--- config.mk ---
export PLATFORM = sky130hd
export DESIGN_NAME = neopixel_strand_receiver
export DESIGN_NICKNAME = d
export VERILOG_FILES = /design/src/rtl/neopixel_strand_receiver.sv
export SDC_FILE = /design/constraint.sdc
export NUM_CORES = 1
export LEC_CHECK = 0
export CORE_MARGIN = 3
export CORE_UTILIZATION = 52
export DETAILED_ROUTE_END_ITERATION = 16
export GPL_TIMING_DRIVEN = 1
export PLACE_DENSITY = 0.87
export SLEW_MARGIN = 20
export SYNTH_ARGS = -nofsm -noshare
export SYNTH_HDL_FRONTEND = slang
export SYNTH_SLANG_ARGS = --single-unit
--- constraint.sdc ---
create_clock -name clock -period 2.6 [get_ports clock]
set_clock_uncertainty 0.15 [all_clocks]
set_input_delay 0.52 -clock clock [delete_from_list [all_inputs] [get_ports clock]]
set_output_delay 0.52 -clock clock [all_outputs]
set_load 0.01 [all_outputs]
--- src/rtl/neopixel_strand_receiver.sv ---
// NeoPixel single-wire receiver: measures high-pulse widths to classify bits,
// assembles 24-bit {G,R,B} pixel words (LSB-first over the packet), and treats
// a long low gap as end-of-frame. Malformed pulses and partial pixels raise
// bit_error.
module neopixel_strand_receiver #(
    parameter int NUM_PIXELS  = 5,
    parameter int HIGH_THRESH = 27,
    parameter int MIN_HIGH    = 8,
    parameter int MAX_HIGH    = 60,
    parameter int MAX_LOW     = 100,
    parameter int GAP_CYCLES  = 2000
) (
    input  logic       clock,
    input  logic       reset,
    input  logic       neo_data,
    output logic       pixel_valid,
    output logic [2:0] pixel_index,
    output logic [7:0] green,
    output logic [7:0] red,
    output logic [7:0] blue,
    output logic       frame_done,
    output logic [3:0] frame_pixels,
    output logic       bit_error,
    output logic       busy
);

    // Sized copies of the thresholds so every compare is width-matched.
    localparam logic [6:0]  HIGH_THRESH_C = 7'(HIGH_THRESH);
    localparam logic [6:0]  MIN_HIGH_C    = 7'(MIN_HIGH);
    localparam logic [6:0]  MAX_HIGH_C    = 7'(MAX_HIGH);
    localparam logic [11:0] MAX_LOW_C     = 12'(MAX_LOW);
    localparam logic [11:0] GAP_C         = 12'(GAP_CYCLES);
    localparam logic [3:0]  NUM_PIXELS_C  = 4'(NUM_PIXELS);

    typedef enum logic [1:0] {
        ST_IDLE,
        ST_HIGH,
        ST_LOW,
        ST_ERR
    } state_t;

    state_t      state_reg;
    logic        s_reg;
    logic        p_reg;
    logic [6:0]  high_cnt_reg;
    logic [11:0] low_cnt_reg;
    logic [4:0]  bit_cnt_reg;
    logic [3:0]  pix_cnt_reg;
    // Only the 23 most recent bits need keeping; the 24th arrives live.
    logic [22:0] acc_reg;

    logic        rise;
    logic        fall;
    logic        bit_val;
    logic [23:0] word_next;
    logic [3:0]  pix_cnt_next;
    logic [11:0] low_cnt_next;
    logic [6:0]  high_cnt_next;
    logic        gap_reached;

    // Edge detection, bit classification and saturating counter increments.
    always_comb begin
        rise          = s_reg & ~p_reg;
        fall          = ~s_reg & p_reg;
        bit_val       = (high_cnt_reg >= HIGH_THRESH_C);
        word_next     = {bit_val, acc_reg};
        pix_cnt_next  = (pix_cnt_reg == 4'd15) ? pix_cnt_reg : pix_cnt_reg + 4'd1;
        low_cnt_next  = (low_cnt_reg == GAP_C) ? low_cnt_reg : low_cnt_reg + 12'd1;
        high_cnt_next = (high_cnt_reg == 7'h7F) ? high_cnt_reg : high_cnt_reg + 7'd1;
        gap_reached   = ((state_reg == ST_LOW) || (state_reg == ST_ERR)) && (low_cnt_reg == GAP_C);
    end

    // Input sampling, decode state machine and registered outputs.
    always_ff @(posedge clock) begin
        if (!reset) begin
            state_reg    <= ST_IDLE;
            s_reg        <= 1'b0;
            p_reg        <= 1'b0;
            high_cnt_reg <= '0;
            low_cnt_reg  <= '0;
            bit_cnt_reg  <= '0;
            pix_cnt_reg  <= '0;
            acc_reg      <= '0;
            pixel_valid  <= 1'b0;
            pixel_index  <= '0;
            green        <= '0;
            red          <= '0;
            blue         <= '0;
            frame_done   <= 1'b0;
            frame_pixels <= '0;
            bit_error    <= 1'b0;
            busy         <= 1'b0;
        end else begin
            s_reg       <= neo_data;
            p_reg       <= s_reg;
            pixel_valid <= 1'b0;
            frame_done  <= 1'b0;
            bit_error   <= 1'b0;

            if (gap_reached) begin
                // End of frame; leftover bits mean a partial pixel.
                frame_done   <= 1'b1;
                frame_pixels <= pix_cnt_reg;
                bit_error    <= (bit_cnt_reg != 5'd0);
                pix_cnt_reg  <= '0;
                bit_cnt_reg  <= '0;
                low_cnt_reg  <= '0;
                if (rise) begin
                    // A new frame starting right at the gap is not lost.
                    state_reg    <= ST_HIGH;
                    high_cnt_reg <= 7'd1;
                    busy         <= 1'b1;
                end else begin
                    state_reg <= ST_IDLE;
                    busy      <= 1'b0;
                end
            end else begin
                case (state_reg)
                    ST_IDLE: begin
                        if (rise) begin
                            state_reg    <= ST_HIGH;
                            high_cnt_reg <= 7'd1;
                            busy         <= 1'b1;
                        end
                    end
                    ST_HIGH: begin
                        if (fall) begin
                            if ((high_cnt_reg < MIN_HIGH_C) || (high_cnt_reg > MAX_HIGH_C)) begin
                                state_reg   <= ST_ERR;
                                bit_error   <= 1'b1;
                                low_cnt_reg <= 12'd1;
                                bit_cnt_reg <= '0;
                            end else begin
                                state_reg   <= ST_LOW;
                                low_cnt_reg <= 12'd1;
                                acc_reg     <= word_next[23:1];
                                if (bit_cnt_reg == 5'd23) begin
                                    if (pix_cnt_reg < NUM_PIXELS_C) begin
                                        pixel_valid <= 1'b1;
                                        pixel_index <= pix_cnt_reg[2:0];
                                        green       <= word_next[23:16];
                                        red         <= word_next[15:8];
                                        blue        <= word_next[7:0];
                                    end
                                    pix_cnt_reg <= pix_cnt_next;
                                    bit_cnt_reg <= '0;
                                end else begin
                                    bit_cnt_reg <= bit_cnt_reg + 5'd1;
                                end
                            end
                        end else if (high_cnt_reg == MAX_HIGH_C) begin
                            // Pulse is about to exceed the longest legal width.
                            state_reg   <= ST_ERR;
                            bit_error   <= 1'b1;
                            low_cnt_reg <= '0;
                            bit_cnt_reg <= '0;
                        end else begin
                            high_cnt_reg <= high_cnt_next;
                        end
                    end
                    ST_LOW: begin
                        if (rise) begin
                            if (low_cnt_reg <= MAX_LOW_C) begin
                                state_reg    <= ST_HIGH;
                                high_cnt_reg <= 7'd1;
                            end else begin
                                state_reg   <= ST_ERR;
                                bit_error   <= 1'b1;
                                low_cnt_reg <= '0;
                                bit_cnt_reg <= '0;
                            end
                        end else begin
                            low_cnt_reg <= low_cnt_next;
                        end
                    end
                    default: begin
                        // Error recovery: any high restarts the gap measurement.
                        if (s_reg) begin
                            low_cnt_reg <= '0;
                        end else begin
                            low_cnt_reg <= low_cnt_next;
                        end
                    end
                endcase
            end
        end
    end

endmodule

==> results_dict.tcl <==
set metrics [dict create \
    row_count 32 \
    swShare 0.343 \
    synth_cells 521 \
    cts_buffers 9 \
    drtAntennaViolNets 0 \
    wl_per_cell_um 14.9 \
    core_area_um2 7770 \
    worst-endpoint-required_ns 2.74 \
    power_density_nw_per_um2 650 \
    clockBufferDepth 2 \
    diodes 0 \
    nNetsFinal 591 \
    synthArstFlopShare 0 \
    cp_slowest_cell "or4_4" \
    ir_drop_v 0.000325 \
    grt_start_max_net_pins 35 \
    globalplace.congestion 0.928 \
    cts_tree "yes" \
    largest_reg_flops 23 \
    outcome "finished, final reports clean" \
    min_period_over_period 0.976 \
    max_stage_delay_ns 0.56 \
    grt_pass1_wl_um 16800 \
    hold_slack_ns 0.307 \
    crit_chain "or4b_4 -> or4_4 -> o21ai_2 -> a211o_2 -> a21oi_2 -> buf_4 -> a211oi_2" \
    critPathKind "reg -> reg" \
    yosysWarnings 0 \
    p_seq_frac 0.440 \
    synth_edf_count 0 \
    antenna_found_initial 0 \
    worstPathArrival_ns 2.68 \
    synth.avg_cell_area_um2 8.00 \
    finalMaxSlewViolations 0 \
    ys_seq_elements 90 \
    cpLargestDelayFamily "simple AND/OR/NAND/NOR gates" \
    drtPass1Iterations 5 \
    gr-usage-all-layers 0.231 \
    vias 3892 \
    chipHeight_um 95.5 \
    ctsHoldBuffers 0 \
    first_iter_violations 272 \
    root_buffer "clkbuf_8" \
    period_minus_slack_ns 2.54 \
    end_kind "flop" \
    io_pins 38 \
    dp.final_hpwl_um 7190 \
    startpoint_type "flop" \
    cap_violations 0 \
    design.die.area_um2 9120 \
    clkPwrFrac 0.293 \
    viasPerCell 5.69 \
    initial_core_util 0.536 \
    fmax_mhz 394 \
    die_x_um 95.5 \
    post_cts_buffers 0 \
    grt_pass1_vias 3711 \
    final_common_cell "nand2_1" \
    r2r_slack_ns 0.06 \
    yosysUniqueCellTypes 67 \
    clk_latency_ns 0.37 \
    clk_pin_slew_ns 0.10 \
    seq_area_frac_synth 0.432 \
    drc_errors 0 \
    final_cell_mix "nand2_1, dfxtp_1, a21oi_1" \
    drt_wl_total_um 10200 \
    worst_pin_slew_ns 0.741 \
    combPwrFrac 0.266 \
    layout-drive-gt1-share 0.129 \
    portBuffers 37 \
    leakage_nw 1.72 \
    worst_hold_path_type "reg -> reg" \
    p_int_mw 2.15 \
    cts_max_level 3 \
    slew_headroom 0.504 \
    p_switching_mw 1.12 \
    critical_path_buf_inv_count 1 \
    setup_viol 0 \
    power_mw 3.27 \
    crit_fanout 7 \
    hold_violations 0 \
    fillers 640 \
    synth_nets 535 \
    tns_ns 0 \
    cts.sinks 90 \
    syn_area_um2 4170 \
    gr-total-overflow 0 \
    syn_to_final_growth_pct 20.8 \
    synthFlopType "dfxtp_1" \
]
==> worst register-to-register path: stages (launching register included) <==
cell,delay (ns)
dfxtp_1,0.42
or4b_4,0.53
or4_4,0.56
o21ai_2,0.20
a211o_2,0.20
a21oi_2,0.05
buf_4,0.18
a211oi_2,0.18
==> cell type report <==
class	instances	area (um2)	area share
clock buffer	9	124	0.0246
multi-input combinational	391	2200	0.437
timing repair buffer	70	647	0.129
clock inverter	7	76.3	0.0152
inverter	15	56.3	0.0112
sequential	90	1800	0.358
tap	102	128	0.0254
==> timing repair <==
action / 4_1_cts / 5_1_grt
endpoints found under the setup margin: 1 / 9
resized for setup: 1 / 4
pin swaps: 0 / 0
==> logic make-up (layout without fill, tap and decap cells) <==
| family | count (synthesis) | count (layout) | synth area share |
|---|---|---|---|
| buf+inv | 40 | 101 | 0.0435 |
| simple gates | 241 | 241 | 0.282 |
| xor+xnor | 3 | 3 | 0.00631 |
| mux | 2 | 2 | 0.00480 |
| flops | 90 | 90 | 0.432 |
| fa+ha+maj | 11 | 11 | 0.0330 |
| compound gates | 134 | 134 | 0.198 |
==> worst paths after layout <==
check	startpoint	end	depth (start not counted)
hold reg to reg	green[0]$_SDFFE_PN0P_	green[0]$_SDFFE_PN0P_	2
setup / recovery	low_cnt_reg[4]$_SDFFE_PP0P_	high_cnt_reg[3]$_SDFFE_PN0P_	7
setup reg to reg	low_cnt_reg[4]$_SDFFE_PP0P_	high_cnt_reg[3]$_SDFFE_PN0P_	7
hold / removal	green[0]$_SDFFE_PN0P_	green[0]$_SDFFE_PN0P_	2
==> synth_stat cells (4+ instances only) <==
cell,n,share of area
buf_2,4,0.0048
nand2_1,127,0.11
dfxtp_1,90,0.43
nor2b_1,6,0.0090
nand2b_1,6,0.0090
and2_1,4,0.0060
clkbuf_1,16,0.014
nor2_1,35,0.032
nand3_1,8,0.0096
nor3_1,7,0.0084
o211ai_1,5,0.0090
ha_1,11,0.033
and3_1,5,0.0075
or3_1,5,0.0075
a21oi_1,76,0.091
nand3b_1,6,0.011
inv_1,14,0.013
o21ai_0,15,0.018
==> per-layer routing <==
layer	share of wire	track usage	routed length [um]	vias up
met5	0	0	0	-
met4	0.016	0.0865	167	0
li1	-	-	-	1911
met3	0.052	0.0513	524	18
met1	0.44	0.288	4480	1850
met2	0.49	0.391	4990	113
==> metrics by stage <==
stage                     area (um2)  setup slack [ns]   util  instances
final                           5030            0.0627  0.648        684
after global routing            5030           -0.0196  0.648        684
after CTS                       5020            0.0311  0.646        684
after detailed placement        4810            0.0186  0.620        668
after global placement          4810             0.127  0.620        668
after floorplan                 4170             0.145      -        521
==> power groups by stage <==
stage,clock [mW],combinational (mW),sequential [mW]
after floorplan,0,0.511,1.49
after global placement,0,0.813,1.47
after detailed placement,0,0.835,1.47
after CTS,0.976,0.839,1.44
after global routing,1.03,0.943,1.44
final,0.959,0.870,1.44
No activity file was read; power rests on OpenSTA's default activity.
